--- src/rtl/cpu_pkg.sv ---
// cpu_pkg: shared CPU encodings, bus widths and the memory-stage FSM state type
package cpu_pkg;
  localparam int WORD_W = 32;
  localparam int ADDR_W = 30;
  localparam int REG_ADDR_W = 5;
  localparam logic [1:0] MEM_OP_NOP = 2'd0;
  localparam logic [1:0] MEM_OP_LDW = 2'd1;
  localparam logic [1:0] MEM_OP_STW = 2'd2;
  localparam logic [2:0] EXP_NO = 3'd0;
  localparam logic [2:0] EXP_MISS_ALIGN = 3'd4;
  localparam logic [2:0] EXP_BUS_ERR = 3'd5;
  localparam logic [1:0] CTRL_OP_NOP = 2'd0;
  localparam logic [1:0] CTRL_OP_WRCR = 2'd1;
  localparam logic [1:0] CTRL_OP_EXRT = 2'd2;
  typedef enum logic {IDLE, ACCESS} mem_state_e;
endpackage

--- src/rtl/mem_stage_ctrl.sv ---
// mem_ctrl: bus access FSM with timeout, busy generation and a result hold register for stalls
module mem_ctrl
  import cpu_pkg::*;
#(
  parameter int WORD_W = 32,
  parameter int ADDR_W = 30,
  parameter int TIMEOUT = 16
) (
  input  logic              clk,
  input  logic              reset,
  input  logic              stall,
  input  logic              flush_any,
  input  logic              req,
  input  logic              req_rw,
  input  logic [ADDR_W-1:0] req_addr,
  input  logic [WORD_W-1:0] req_wr_data,
  output logic              bus_as,
  output logic              bus_rw,
  output logic [ADDR_W-1:0] bus_addr,
  output logic [WORD_W-1:0] bus_wr_data,
  input  logic [WORD_W-1:0] bus_rd_data,
  input  logic              bus_rdy,
  output logic              busy,
  output logic              res_v,
  output logic [WORD_W-1:0] res_data,
  output logic              res_err,
  output logic              res_kill
);
  localparam int TW = $clog2(TIMEOUT);
  mem_state_e state_q, state_d;
  logic [TW-1:0] timer_q, timer_d;
  logic [ADDR_W-1:0] addr_q, addr_d;
  logic [WORD_W-1:0] wr_data_q, wr_data_d, hold_data_q, hold_data_d;
  logic rw_q, rw_d, kill_q, kill_d, hold_v_q, hold_v_d, hold_err_q, hold_err_d, hold_kill_q, hold_kill_d;
  logic start, complete, consume;
  // A finished result is consumed unless stalled; an unconsumed one parks in the hold reg and blocks a restart
  always_comb begin
    complete = state_q == ACCESS && (bus_rdy || timer_q == TW'(TIMEOUT - 1));
    start = state_q == IDLE && !hold_v_q && req && !flush_any;
    busy = start || (state_q == ACCESS && !complete);
    res_v = complete || hold_v_q;
    res_data = hold_v_q ? hold_data_q : bus_rd_data;
    res_err = hold_v_q ? hold_err_q : !bus_rdy;
    res_kill = hold_v_q ? hold_kill_q : kill_q;
    consume = res_v && (flush_any || !stall);
    state_d = start ? ACCESS : complete ? IDLE : state_q;
    timer_d = (state_q == ACCESS && !complete) ? timer_q + 1'b1 : '0;
    addr_d = start ? req_addr : addr_q;
    rw_d = start ? req_rw : rw_q;
    wr_data_d = start ? req_wr_data : wr_data_q;
    kill_d = consume ? 1'b0 : kill_q || (flush_any && state_q == ACCESS);
    hold_v_d = res_v && !consume;
    hold_data_d = res_data;
    hold_err_d = res_err;
    hold_kill_d = res_kill;
    bus_as = state_q == ACCESS;
    bus_rw = rw_q;
    bus_addr = addr_q;
    bus_wr_data = wr_data_q;
  end
  // FSM, timer, bus and hold registers
  always_ff @(posedge clk) begin
    if (reset) begin
      state_q <= IDLE;
      timer_q <= '0;
      addr_q <= '0;
      rw_q <= 1'b0;
      wr_data_q <= '0;
      kill_q <= 1'b0;
      hold_v_q <= 1'b0;
      hold_data_q <= '0;
      hold_err_q <= 1'b0;
      hold_kill_q <= 1'b0;
    end else begin
      state_q <= state_d;
      timer_q <= timer_d;
      addr_q <= addr_d;
      rw_q <= rw_d;
      wr_data_q <= wr_data_d;
      kill_q <= kill_d;
      hold_v_q <= hold_v_d;
      hold_data_q <= hold_data_d;
      hold_err_q <= hold_err_d;
      hold_kill_q <= hold_kill_d;
    end
  end
endmodule

--- src/rtl/mem_stage.sv ---
// mem_stage: memory pipeline stage performing loads/stores and holding the MEM/WB register
module mem_stage
  import cpu_pkg::*;
#(
  parameter int WORD_W = cpu_pkg::WORD_W,
  parameter int ADDR_W = cpu_pkg::ADDR_W,
  parameter int REG_ADDR_W = cpu_pkg::REG_ADDR_W,
  parameter int TIMEOUT = 16
) (
  input  logic                  clk,
  input  logic                  reset,
  input  logic                  stall,
  input  logic                  flush,
  input  logic                  int_detect,
  input  logic [ADDR_W-1:0]     ex_pc,
  input  logic                  ex_en,
  input  logic                  ex_br_flag,
  input  logic [1:0]            ex_mem_op,
  input  logic [WORD_W-1:0]     ex_mem_wr_data,
  input  logic [1:0]            ex_ctrl_op,
  input  logic [REG_ADDR_W-1:0] ex_dst_addr,
  input  logic                  ex_gpr_we_,
  input  logic [2:0]            ex_exp_code,
  input  logic [WORD_W-1:0]     ex_out,
  output logic                  bus_as,
  output logic                  bus_rw,
  output logic [ADDR_W-1:0]     bus_addr,
  output logic [WORD_W-1:0]     bus_wr_data,
  input  logic [WORD_W-1:0]     bus_rd_data,
  input  logic                  bus_rdy,
  output logic                  busy,
  output logic [WORD_W-1:0]     fwd_data,
  output logic [ADDR_W-1:0]     mem_pc,
  output logic                  mem_en,
  output logic                  mem_br_flag,
  output logic [1:0]            mem_ctrl_op,
  output logic [REG_ADDR_W-1:0] mem_dst_addr,
  output logic                  mem_gpr_we_,
  output logic [2:0]            mem_exp_code,
  output logic [WORD_W-1:0]     mem_out
);
  logic flush_any, is_mem, is_ld, req, misal, bubble, hold, force_no_we;
  logic res_v, res_err, res_kill;
  logic [WORD_W-1:0] res_data;
  logic [ADDR_W-1:0] pc_q, pc_d;
  logic [REG_ADDR_W-1:0] dst_q, dst_d;
  logic [1:0] ctrl_q, ctrl_d;
  logic [2:0] exp_q, exp_d;
  logic [WORD_W-1:0] out_q, out_d;
  logic en_q, en_d, br_q, br_d, we_q, we_d;
  mem_ctrl #(.WORD_W(WORD_W), .ADDR_W(ADDR_W), .TIMEOUT(TIMEOUT)) u_ctrl (
    .clk(clk), .reset(reset), .stall(stall), .flush_any(flush_any),
    .req(req), .req_rw(is_ld), .req_addr(ex_out[ADDR_W+1:2]), .req_wr_data(ex_mem_wr_data),
    .bus_as(bus_as), .bus_rw(bus_rw), .bus_addr(bus_addr), .bus_wr_data(bus_wr_data),
    .bus_rd_data(bus_rd_data), .bus_rdy(bus_rdy), .busy(busy),
    .res_v(res_v), .res_data(res_data), .res_err(res_err), .res_kill(res_kill)
  );
  // MEM/WB next state: flush bubble, then hold on stall/busy, then a killed access becomes a bubble
  always_comb begin
    flush_any = flush || int_detect;
    is_mem = ex_en && ex_mem_op != MEM_OP_NOP && ex_exp_code == EXP_NO;
    is_ld = ex_mem_op == MEM_OP_LDW;
    req = is_mem && ex_out[1:0] == 2'b00;
    misal = is_mem && ex_out[1:0] != 2'b00;
    force_no_we = misal || (is_mem && !is_ld) || (req && res_err);
    fwd_data = (req && is_ld && res_v) ? res_data : ex_out;
    bubble = flush_any || (!stall && req && res_v && res_kill);
    hold = stall || busy;
    pc_d = bubble ? '0 : hold ? pc_q : ex_pc;
    en_d = bubble ? 1'b0 : hold ? en_q : ex_en;
    br_d = bubble ? 1'b0 : hold ? br_q : ex_br_flag;
    ctrl_d = bubble ? '0 : hold ? ctrl_q : ex_ctrl_op;
    dst_d = bubble ? '0 : hold ? dst_q : ex_dst_addr;
    we_d = bubble ? 1'b1 : hold ? we_q : force_no_we || ex_gpr_we_;
    exp_d = bubble ? EXP_NO : hold ? exp_q : misal ? EXP_MISS_ALIGN : (req && res_err) ? EXP_BUS_ERR : ex_exp_code;
    out_d = bubble ? '0 : hold ? out_q : fwd_data;
    mem_pc = pc_q;
    mem_en = en_q;
    mem_br_flag = br_q;
    mem_ctrl_op = ctrl_q;
    mem_dst_addr = dst_q;
    mem_gpr_we_ = we_q;
    mem_exp_code = exp_q;
    mem_out = out_q;
  end
  // MEM/WB pipeline register
  always_ff @(posedge clk) begin
    if (reset) begin
      pc_q <= '0;
      en_q <= 1'b0;
      br_q <= 1'b0;
      ctrl_q <= '0;
      dst_q <= '0;
      we_q <= 1'b1;
      exp_q <= EXP_NO;
      out_q <= '0;
    end else begin
      pc_q <= pc_d;
      en_q <= en_d;
      br_q <= br_d;
      ctrl_q <= ctrl_d;
      dst_q <= dst_d;
      we_q <= we_d;
      exp_q <= exp_d;
      out_q <= out_d;
    end
  end
endmodule

--- config.mk ---
export PLATFORM = sky130hd
export DESIGN_NAME = mem_stage
export DESIGN_NICKNAME = d
export VERILOG_FILES = /design/src/rtl/cpu_pkg.sv /design/src/rtl/mem_stage_ctrl.sv /design/src/rtl/mem_stage.sv
export SDC_FILE = /design/constraint.sdc
export NUM_CORES = 1
export LEC_CHECK = 0
export CORE_MARGIN = 2
export CORE_UTILIZATION = 44
export DETAILED_ROUTE_END_ITERATION = 7
export PLACE_DENSITY = 0.87
export SKIP_LAST_GASP = 1
export SLEW_MARGIN = 20
export SYNTH_ARGS = -nofsm -noshare
export SYNTH_HDL_FRONTEND = slang
export SYNTH_SLANG_ARGS = --single-unit
--- constraint.sdc ---
create_clock -name clk -period 3.8 [get_ports clk]
set_clock_uncertainty 0.1 [all_clocks]
set_input_delay 0.76 -clock clk [delete_from_list [all_inputs] [get_ports clk]]
set_output_delay 0.76 -clock clk [all_outputs]
set_load 0.01 [all_outputs]
# [After elaboration in Yosys (flattened, before gate mapping)]
# Cells that the tools add are included.
[op_classes] n_addsub=1 n_eq_ne=2 muxes=8 bitwise=2 reduce_logical=45
[ops] op="$mux W32" count=2
[ops] op="$logic_and A1 B1 Y1" count=19
[ops] op="$logic_or A1 B1 Y1" count=11
[ops] op="$logic_not A1 Y1" count=7
[ops] op="$mux W3" count=2
[ops] op="$reduce_bool A2 Y1" count=3
[ops] op="$reduce_or A2 Y1" count=3
[ops] op="$add A4 B1 Y4 const B" count=1
[ops] op="$eq A4 B4 Y1 const B" count=1
[ops] op="$mux W1" count=4
[ops] op="$logic_not A3 Y1" count=1
[ops] op="$eq A2 B1 Y1 const B" count=1
[ops] op="$logic_not A2 Y1" count=1
[ops] op="$not A1 Y1" count=2
[totals] register_bits=179 in_bits=147 out_inout_bits=172 wordCells=76

# [Longest topological paths before layout]
# Gate-level depths: netlist of run 1.
[depth] word_depth=9 depth_mapped=8 depth_no_buf=6

# [Modules after synthesis]
# From an unflattened synthesis of run 1, not the netlist that was laid out.
[hier_totals] hier_cells=809 hier_area_um2=7008.0
[modules_own_cells] module="mem_ctrl" instances=1 cells_each=415 area_each_um2=3842.4 seq_area_each_um2=2082.0
[modules_own_cells] module="mem_stage" instances=1 cells_each=394 area_each_um2=3165.5 seq_area_each_um2=1501.4

# [Worst setup path before layout of run 1]
# OpenSTA, ideal clock, no wires.
[synth_timing] kind="input port to output port" start="input port ex_exp_code[0]" end="output port fwd_data[0]" t_arrival_ps=1959 required_ps=2940 slack_ps=981 path_stages=6 path_buffers=2 cell_sequence="nor4b_4 > and3_1 > clkbuf_1 > buf_2 > nand3_1 > o21bai_1"
[synth_between] elab_chain_cells=6
[synth_rtl] item="start: declaration" line="mem_stage.sv:23" rtl="input logic [2:0] ex_exp_code,"
[synth_rtl] item="$logic_not A3 Y1" line="mem_stage.sv:61" rtl="is_mem = ex_en && ex_mem_op != MEM_OP_NOP && ex_exp_code == EXP_NO;"
[synth_rtl] item="$logic_and A1 B1 Y1" line="mem_stage.sv:61"
[synth_rtl] item="$logic_and A1 B1 Y1" line="mem_stage.sv:63" rtl="req = is_mem && ex_out[1:0] == 2'b00;"
[synth_rtl] item="$logic_and A1 B1 Y1 (2 in a row)" line="mem_stage.sv:66" rtl="fwd_data = (req && is_ld && res_v) ? res_data : ex_out;"
[synth_rtl] item="$mux W32" line="mem_stage.sv:66"
[synth_rtl] item="end: declaration" line="mem_stage.sv:32" rtl="output logic [WORD_W-1:0] fwd_data,"
# No other way between the ends.

# [Worst setup path after layout of run 1]
[layout_timing] start="input port ex_exp_code[0]" end="output port fwd_data[9]"
# Same word-level chain as after synthesis.

==> key figures, run 1 <==
Floorplan
  – Die W: 126.8 um
  – Initial Util: 45.28%
  – Row count: 44
  – I/O Pins: 319
  – Core box area: roughly 15000 um^2
  – Die height: 126.8 um
  – Die Area: 16070 um^2

Synth
  – Synth Instances: 773
  – Largest family of logic cells by synthesized area: compound AO/OA/AOI/OAI gates
  – FF+latch count, synth: 179
  – Post-synth top area cell: dfxtp_1
  – Top post-synthesis cells by area: dfxtp_1, nand2_1, a21oi_1, mux2i_1, a22o_1
  – Post-Syn Nets: 921
  – Cell variety after synth: 36
  – Syn. warnings: 0
  – Synth Area in Compound Gates: 18.65%
  – Post-synth top flop: dfxtp_1
  – Post-synth EDFFs: 0
  – Post-synthesis sequential area ratio: 54.05%
  – Async set or reset register ratio after synthesis: 0%
  – Post-Synth Simple-Gate Area: 16.98%
  – XOR/XNOR share of the synthesized area: 0.2642%
  – Mux share of post-synthesis cell area: under 10%
  – Cell area after synthesis: 6630 um^2
  – Avg Synthesized Cell Area: 8.577 um^2
  – Share of the synthesized area in the top cell type: 54.05%
  – Adder-Cell Fraction of Synth Area: less than 1%

Setup path
  – Startpoint Class: input pin
  – Setup crit start: ex_exp_code[0]
  – Crit-path cells: clkdlybuf4s50_1 -> nor4b_4 -> buf_4 -> and3_1 -> buf_6 -> and3_4 -> buf_6 -> a21oi_1 -> dlygate4sd2_1
  – Crit path required time: 2940 ps
  – CP Data Arrival Time: 2860 ps
  – Most used cell along the critical path: buf_6
  – Reg2reg start: u_ctrl.hold_v_q
  – Setup crit end kind: output pin
  – Max FO, Critical Path: 11
  – Crit path max-delay cell type: clkdlybuf4s50_1
  – CP max stage delay: 480 ps
  – CP Class: input pin to output pin

Timing
  – Fmax: 269.2 MHz
  – RSZ-0062 raised after global routing: no
  – Final setup vio count: 0
  – Fin. max-slew vios: 0
  – Post-layout min period: ~3700 ps
  – Max-slew headroom: 52.82%
  – Tightest Pin Transition: 707.7 ps
  – Final hold viol count: 0
  – Period utilization: about 100%

Place
  – IO Port Bufs: ~320
  – DP HPWL: 16090 um
  – Routability Congestion: 0.8619
  – Placed cell areas: 10150 um^2

Global route
  – Largest net degree at the start of global routing: 68
  – Routing usage on met1: 30.65%
  – Total gr overflow: 0
  – Initial antenna violation count: 0
  – GRT Max-Usage Layer: met2
  – Number of global-route vias before repair: 6629
  – GRT Overall Usage: 27.70%
  – First-pass GRT wire length: 34800 um
  – Met3 GRT Util: 8.773%
  – M2 GR Usage: 47.98%

Routing
  – Vias/cell: about 5.3
  – Post-detailed-route count of antenna-violating nets: 0
  – WL/cell: 17.60 um
  – DRT Pass-1 Iters: 5
  – Drt drc: 0
  – Detailed Route Iter0 Violations: 566
  – DR vias: just under 7000
  – WL final: 22630 um

Run
  – Max cap viols: 0

Pwr
  – Tot Pwr: 4.210 mW
  – PwrDens: between 300 and 400 nW/um^2
  – Maximum VDD drop: about 0.00029 V
  – P_leak: 3.982 nW

Finish
  – P&R area growth vs syn: 62.73%
  – Multi-input gate area: roughly 2800 um^2
  – Fin area: 10790 um^2
  – Layout cells sized above 1: 7.804%
  – Fillers: 1061
  – Post-layout net count: between 1000 and 1500
  – Ant diodes: 0
  – FF/Latch Area: roughly 3600 um^2

Clock tree
  – Clock-pin slew on the worst setup and hold paths: 60 ps
  – Root buffer cell: clkbuf_16
  – CTS Sinks: 179
  – Clock Tree Buf Depth: 2
  – H-Tree Depth: 4
  – Hold buffers post-CTS: 0
  – CTS tree: built
  – Worst-skew pair later-pin latency: 420 ps
  – CTS buffer count: 17

Worst hold path
  – Hold Crit Start: u_ctrl.bus_wr_data[29]
  – Min-Delay Path Class: flop to flop

Status
  – Status: finished clean
[cell type report]
cell class / count / share of cell area (%)
Clock buffer: 25 / 4.871
Sequential cell: 179 / 33.23
Multi-Input combinational cell: 526 / 25.59
Inverter: 4 / 0.1392
Tap cell: 184 / 2.134
Clock inverter: 6 / 1.067
Timing Repair Buffer: 362 / 32.97
[per-layer routing]
layer	share of wire, %	vias to the layer above
li1	-	3248
met1	37	3155
met2	48	371
met3	9.6	71
met4	4.5	0
met5	0	-
[through the flow]
step                TNS [ps]  util (%)  std cells  hold slack [ps]  worst slack, ps
floorplan                  0         -        773            317.9            980.6
global placement       -4665     69.30       1254            330.7           -186.3
detailed placement     -6860     69.30       1254            345.7           -260.7
CTS                   -235.1     73.57       1286            353.8           -235.0
global route               0     73.68       1286            366.8            6.134
finish                     0     73.68       1286            351.9            84.73
[state kept, by name (all words and copies together), names as in the netlist, 2 cells and up]
| signal | count |
|---|---|
| mem_ctrl_op | 2 |
| u_ctrl.bus_addr | 30 |
| mem_out | 32 |
| u_ctrl.timer_q | 4 |
| mem_pc | 30 |
| u_ctrl.hold_data_q | 32 |
| mem_dst_addr | 5 |
| u_ctrl.bus_wr_data | 32 |
| mem_exp_code | 3 |
[what timing repair did]
action	CTS	global route
endpoints found under the setup margin	32	31
gates resized for setup	36	5
buffers inserted	1	0
pin swaps	0	1
[cells in the mapped netlist (all sizes together), types with 3 or more instances]
library cell / n
a31oi: 30
and3: 3
nand2: 212
nor2: 45
a22o: 30
a21oi: 139
mux2i: 34
dfxtp: 179
clkbuf: 29
buf: 35
o21bai: 3
nand3: 6
inv: 4
[worst max-delay path, delay by kind of cell]
kind                   cells  cell delay, ps
buffers and inverters      5            1290
AND/OR/NAND/NOR            3             710
AO/OA/AOI/OAI              1             100
[worst paths after layout]
| check | endpoint | slack, ps | cells after the start |
|---|---|---|---|
| setup / recovery | fwd_data[9] | 80 | 9 |
| hold / removal | u_ctrl.bus_wr_data[29] | 350 | 2 |
| setup reg to reg | mem_out[22] | 1410 | 7 |
| hold reg to reg | u_ctrl.bus_wr_data[29] | 350 | 2 |
[cells by family (layout without fill, tap and decap cells)]
kind of cell / count (synthesis) / count (layout)
DFF: 179 / 179
AOI/OAI and AO/OA: 210 / 210
muxes: 34 / 34
buffers and inverters: 68 / 397
adders and majority gates: 1 / 1
and+or+nand+nor: 279 / 279
xor gates and xnor gates: 2 / 2
[power breakdown]
group | switching, mW | leakage [nW] | internal (mW)
sequential | 0.0136 | 1.45 | 1.91
clock | 0.718 | 0.312 | 1.16
combinational | 0.174 | 2.22 | 0.234
total | 0.906 | 3.98 | 3.30
[layout by cell type (no fill, tap or decap), drive strengths merged]
| master | count |
|---|---|
| mux2i | 34 |
| nor3 | 2 |
| xor2 | 1 |
| dlygate4sd2 | 31 |
| a21oi | 139 |
| dlymetal6s2s | 3 |
| nand4 | 1 |
| nand3b | 2 |
| nand2 | 212 |
| o21a | 2 |
| and3b | 1 |
| and2 | 2 |
| clkdlybuf4s50 | 283 |
| clkinvlp | 1 |
| ha | 1 |
| bufinv | 3 |
| nor4 | 1 |
| or2 | 2 |
| a31o | 1 |
| nor2b | 1 |
| buf | 45 |
| a211oi | 2 |
| inv | 5 |
| o21ai | 1 |
| o41ai | 1 |
| and3 | 3 |
| a31oi | 30 |
| xnor2 | 1 |
| a21o | 1 |
| nand3 | 6 |
| a22o | 30 |
| clkinv | 1 |
| nor4b | 1 |
| dfxtp | 179 |
| clkbuf | 25 |
| nor2 | 45 |
| o21bai | 3 |
Note: power is estimated with default switching activity, not from simulation.
==> run 2, diff against run 1 <==
--- a/config.mk
+++ b/config.mk
@@ -7,7 +7,7 @@
 export LEC_CHECK = 0
 export CORE_MARGIN = 2
-export CORE_UTILIZATION = 44
+export CORE_UTILIZATION = 40
 export DETAILED_ROUTE_END_ITERATION = 7
-export PLACE_DENSITY = 0.87
+export PLACE_DENSITY = 0.8
 export SKIP_LAST_GASP = 1
 export SLEW_MARGIN = 20
==> constraint.sdc (replaced) <==
create_clock -name clk -period 3.8 [get_ports clk]
set_clock_uncertainty 0.1 [all_clocks]
set_input_delay 0.38 -clock clk [delete_from_list [all_inputs] [get_ports clk]]
set_output_delay 0.38 -clock clk [all_outputs]
set_load 0.01 [all_outputs]
==> run 2 against run 1 <==
Clock power is 8% lower. Maximum frequency up 11%. Final cell count grew 0.62%. Hold slack got worse by 11 ps. Combinational power fell by 3%. Global-route usage down 4.1 points. Clock-buffer cell count down 6. Sequential power barely moved. Design area decreased by 2.5%. Largest cell class unchanged.
==> key figures, run 2 (synthesized netlist as in run 1, its figures left out) <==
Global route
  – Total gr overflow: 0 (unchanged)
  – Largest net degree at the start of global routing: 57 (was 68)
  – Number of global-route vias before repair: 6193 (was 6629)
  – First-pass GRT wire length: 32900 um (was 34800 um)
  – GRT Overall Usage: 23.63% (was 27.70%)
  – Initial antenna violation count: 0 (unchanged)

Clock tree
  – H-Tree Depth: 4 (unchanged)
  – CTS buffer count: 17 (unchanged)
  – Worst-skew pair later-pin latency: 420 ps (about the same)
  – CTS Sinks: 179 (unchanged)
  – Post-CTS setup repair buffer count: 0 (was 1)
  – Hold buffers post-CTS: 0 (unchanged)
  – Clock-pin slew on the worst setup and hold paths: 70 ps (was 60 ps)
  – Clock Tree Buf Depth: 2 (unchanged)
  – Post-CTS sizing: 0 (was 36)
  – CTS tree: built (unchanged)
  – Root buffer cell: clkbuf_16 (unchanged)

Timing
  – Post-layout min period: 3336 ps (was 3715 ps)
  – Final hold viol count: 0 (unchanged)
  – Max-slew headroom: 58.44% (was 52.82%)
  – Final setup vio count: 0 (unchanged)
  – Period utilization: 87.78% (was 97.77%)
  – RSZ-0062 raised after global routing: no (unchanged)
  – Fin. max-slew vios: 0 (unchanged)
  – Worst hold slack: 341.0 ps (was 351.9 ps)
  – Tightest Pin Transition: 623.3 ps (was 707.7 ps)
  – Fmax: 299.8 MHz (was 269.2 MHz)
  – Post-route setup TNS: 0 ps (unchanged)

Setup path
  – CP Capture Point: fwd_data[26] (was fwd_data[9])
  – CP Class: input pin to output pin (unchanged)
  – CP max stage delay: 610 ps (was 480 ps)
  – Startpoint Class: input pin (unchanged)
  – CP Data Arrival Time: 2860 ps (about the same)
  – Reg2reg start: u_ctrl.hold_v_q (unchanged)
  – Worst reg-to-reg path cell count: 7 (unchanged)
  – Worst path buffer plus inverter count: 3 (was 5)
  – R2R setup slack: 1470 ps (was 1410 ps)
  – Crit-path cells: clkdlybuf4s50_1 -> nor4b_4 -> and3_1 -> buf_4 -> a31oi_1 -> a21oi_1 -> clkdlybuf4s50_1 (was clkdlybuf4s50_1 -> nor4b_4 -> buf_4 -> and3_1 -> buf_6 -> and3_4 -> buf_6 -> a21oi_1 -> dlygate4sd2_1)
  – Reg2reg end: mem_out[15] (was mem_out[22])
  – Cell count along the critical path: 7 (was 9)
  – Max FO, Critical Path: 32 (was 11)
  – Setup crit end kind: output pin (unchanged)
  – Crit path required time: 3320 ps (was 2940 ps)
  – Setup crit start: ex_en (was ex_exp_code[0])
  – Crit-path leading delay family: buffers and inverters (unchanged)
  – Crit path max-delay cell type: clkdlybuf4s50_1 (unchanged)
  – Most used cell along the critical path: clkdlybuf4s50_1 (was buf_6)

Floorplan
  – Die W: 132.7 um (was 126.8 um)
  – Die Area: 17620 um^2 (was 16070 um^2)
  – Core box area: 16410 um^2 (was 14640 um^2)
  – I/O Pins: 319 (unchanged)
  – Row count: 47 (was 44)
  – Initial Util: 40.41% (was 45.28%)
  – Die height: 132.7 um (was 126.8 um)

Routing
  – Post-detailed-route count of antenna-violating nets: 0 (unchanged)
  – WL final: 21400 um (was 22630 um)
  – Vias/cell: 5.060 (was 5.323)
  – DR vias: 6547 (was 6845)
  – WL/cell: 16.54 um (was 17.60 um)
  – DRT Pass-1 Iters: 5 (unchanged)
  – Drt drc: 0 (unchanged)
  – Detailed Route Iter0 Violations: 343 (was 566)

Place
  – DP HPWL: 15240 um (was 16090 um)
  – IO Port Bufs: 318 (unchanged)
  – Routability Congestion: 0.8196 (was 0.8619)

Run
  – Max cap viols: 0 (unchanged)

Pwr
  – Maximum VDD drop: 0.0002897 V (was 0.0002867 V)
  – P_leak: 3.716 nW (was 3.982 nW)
  – PwrDens: 384.9 nW/um^2 (was 390.2 nW/um^2)

Finish
  – Ant diodes: 0 (unchanged)
  – P&R area growth vs syn: 58.60% (was 62.73%)
  – Layout cells sized above 1: 5.214% (was 7.804%)
  – FF/Latch Area: 3585 um^2 (unchanged)
  – Commonest non-fill, non-tap cell in the layout: clkdlybuf4s50_1 (unchanged)
  – Post-layout net count: 1209 (was 1238)
  – Multi-input gate area: 2753 um^2 (was 2761 um^2)
  – Fillers: 1377 (was 1061)
  – Most frequent cells in the layout: clkdlybuf4s50_1, nand2_1, dfxtp_1 (unchanged)

Status
  – Status: finished clean (unchanged)

Worst hold path
  – Hold Path Stages: 2 (unchanged)
  – Min-Delay Path Class: input pin to flop (was flop to flop)
[run 2: metal layers]
metal | wire length [um] | part of all wire, % | GRT usage [%] | vias up
met2 | 10230 | 48 | 40.07 | 295
li1 | - | - | - | 3195
met1 | 8579 | 40 | 26.94 | 3022
met5 | 0 | 0 | 0 | -
met4 | 609 | 2.8 | 9.737 | 0
met3 | 1986 | 9.3 | 8.659 | 35
[run 2: power breakdown]
group	switching, mW	internal (mW)
logic	0.164	0.229
registers	0.0129	1.91
clock network	0.786	0.946
total	0.963	3.08
[run 2: worst min-delay path by stage]
stage,endpoint,from
finish,u_ctrl.hold_data_q[5],reset
global route,u_ctrl.hold_data_q[6],reset
CTS,u_ctrl.hold_data_q[6],reset
detailed placement,u_ctrl.timer_q[0],u_ctrl.timer_q[0]
global placement,u_ctrl.timer_q[0],u_ctrl.timer_q[0]
floorplan,u_ctrl.timer_q[0],u_ctrl.timer_q[0]
[run 2: layout make-up]
type | instances | share of cell area, %
well taps | 220 | 2.618
flip-flops and latches | 179 | 34.09
clock buffers | 19 | 4.212
repair buffers | 333 | 31.44
inverters | 4 | 0.1428
clock inverters | 13 | 1.321
multi-input cells | 526 | 26.18
[run 2: per-stage QoR]
step | util (%) | cells | power (mW) | instance area (um^2) | worst slack (ps)
after floorplan | - | 773 | 2.097 | 6630 | 1741
after global routing | 64.09 | 1294 | 4.185 | 10520 | 352.8
final | 64.09 | 1294 | 4.048 | 10520 | 464.4
after global placement | 60.54 | 1262 | 2.354 | 9933 | 585.0
after detailed placement | 60.54 | 1262 | 2.358 | 9933 | 520.0
after CTS | 64.09 | 1294 | 4.084 | 10520 | 472.9
==> run 3, diff against run 2 <==
- SETUP_SLACK_MARGIN: unset -> 0.15
==> results of run 3 <==
No change in the layout: final DEF, timing and power equal those of run 2.
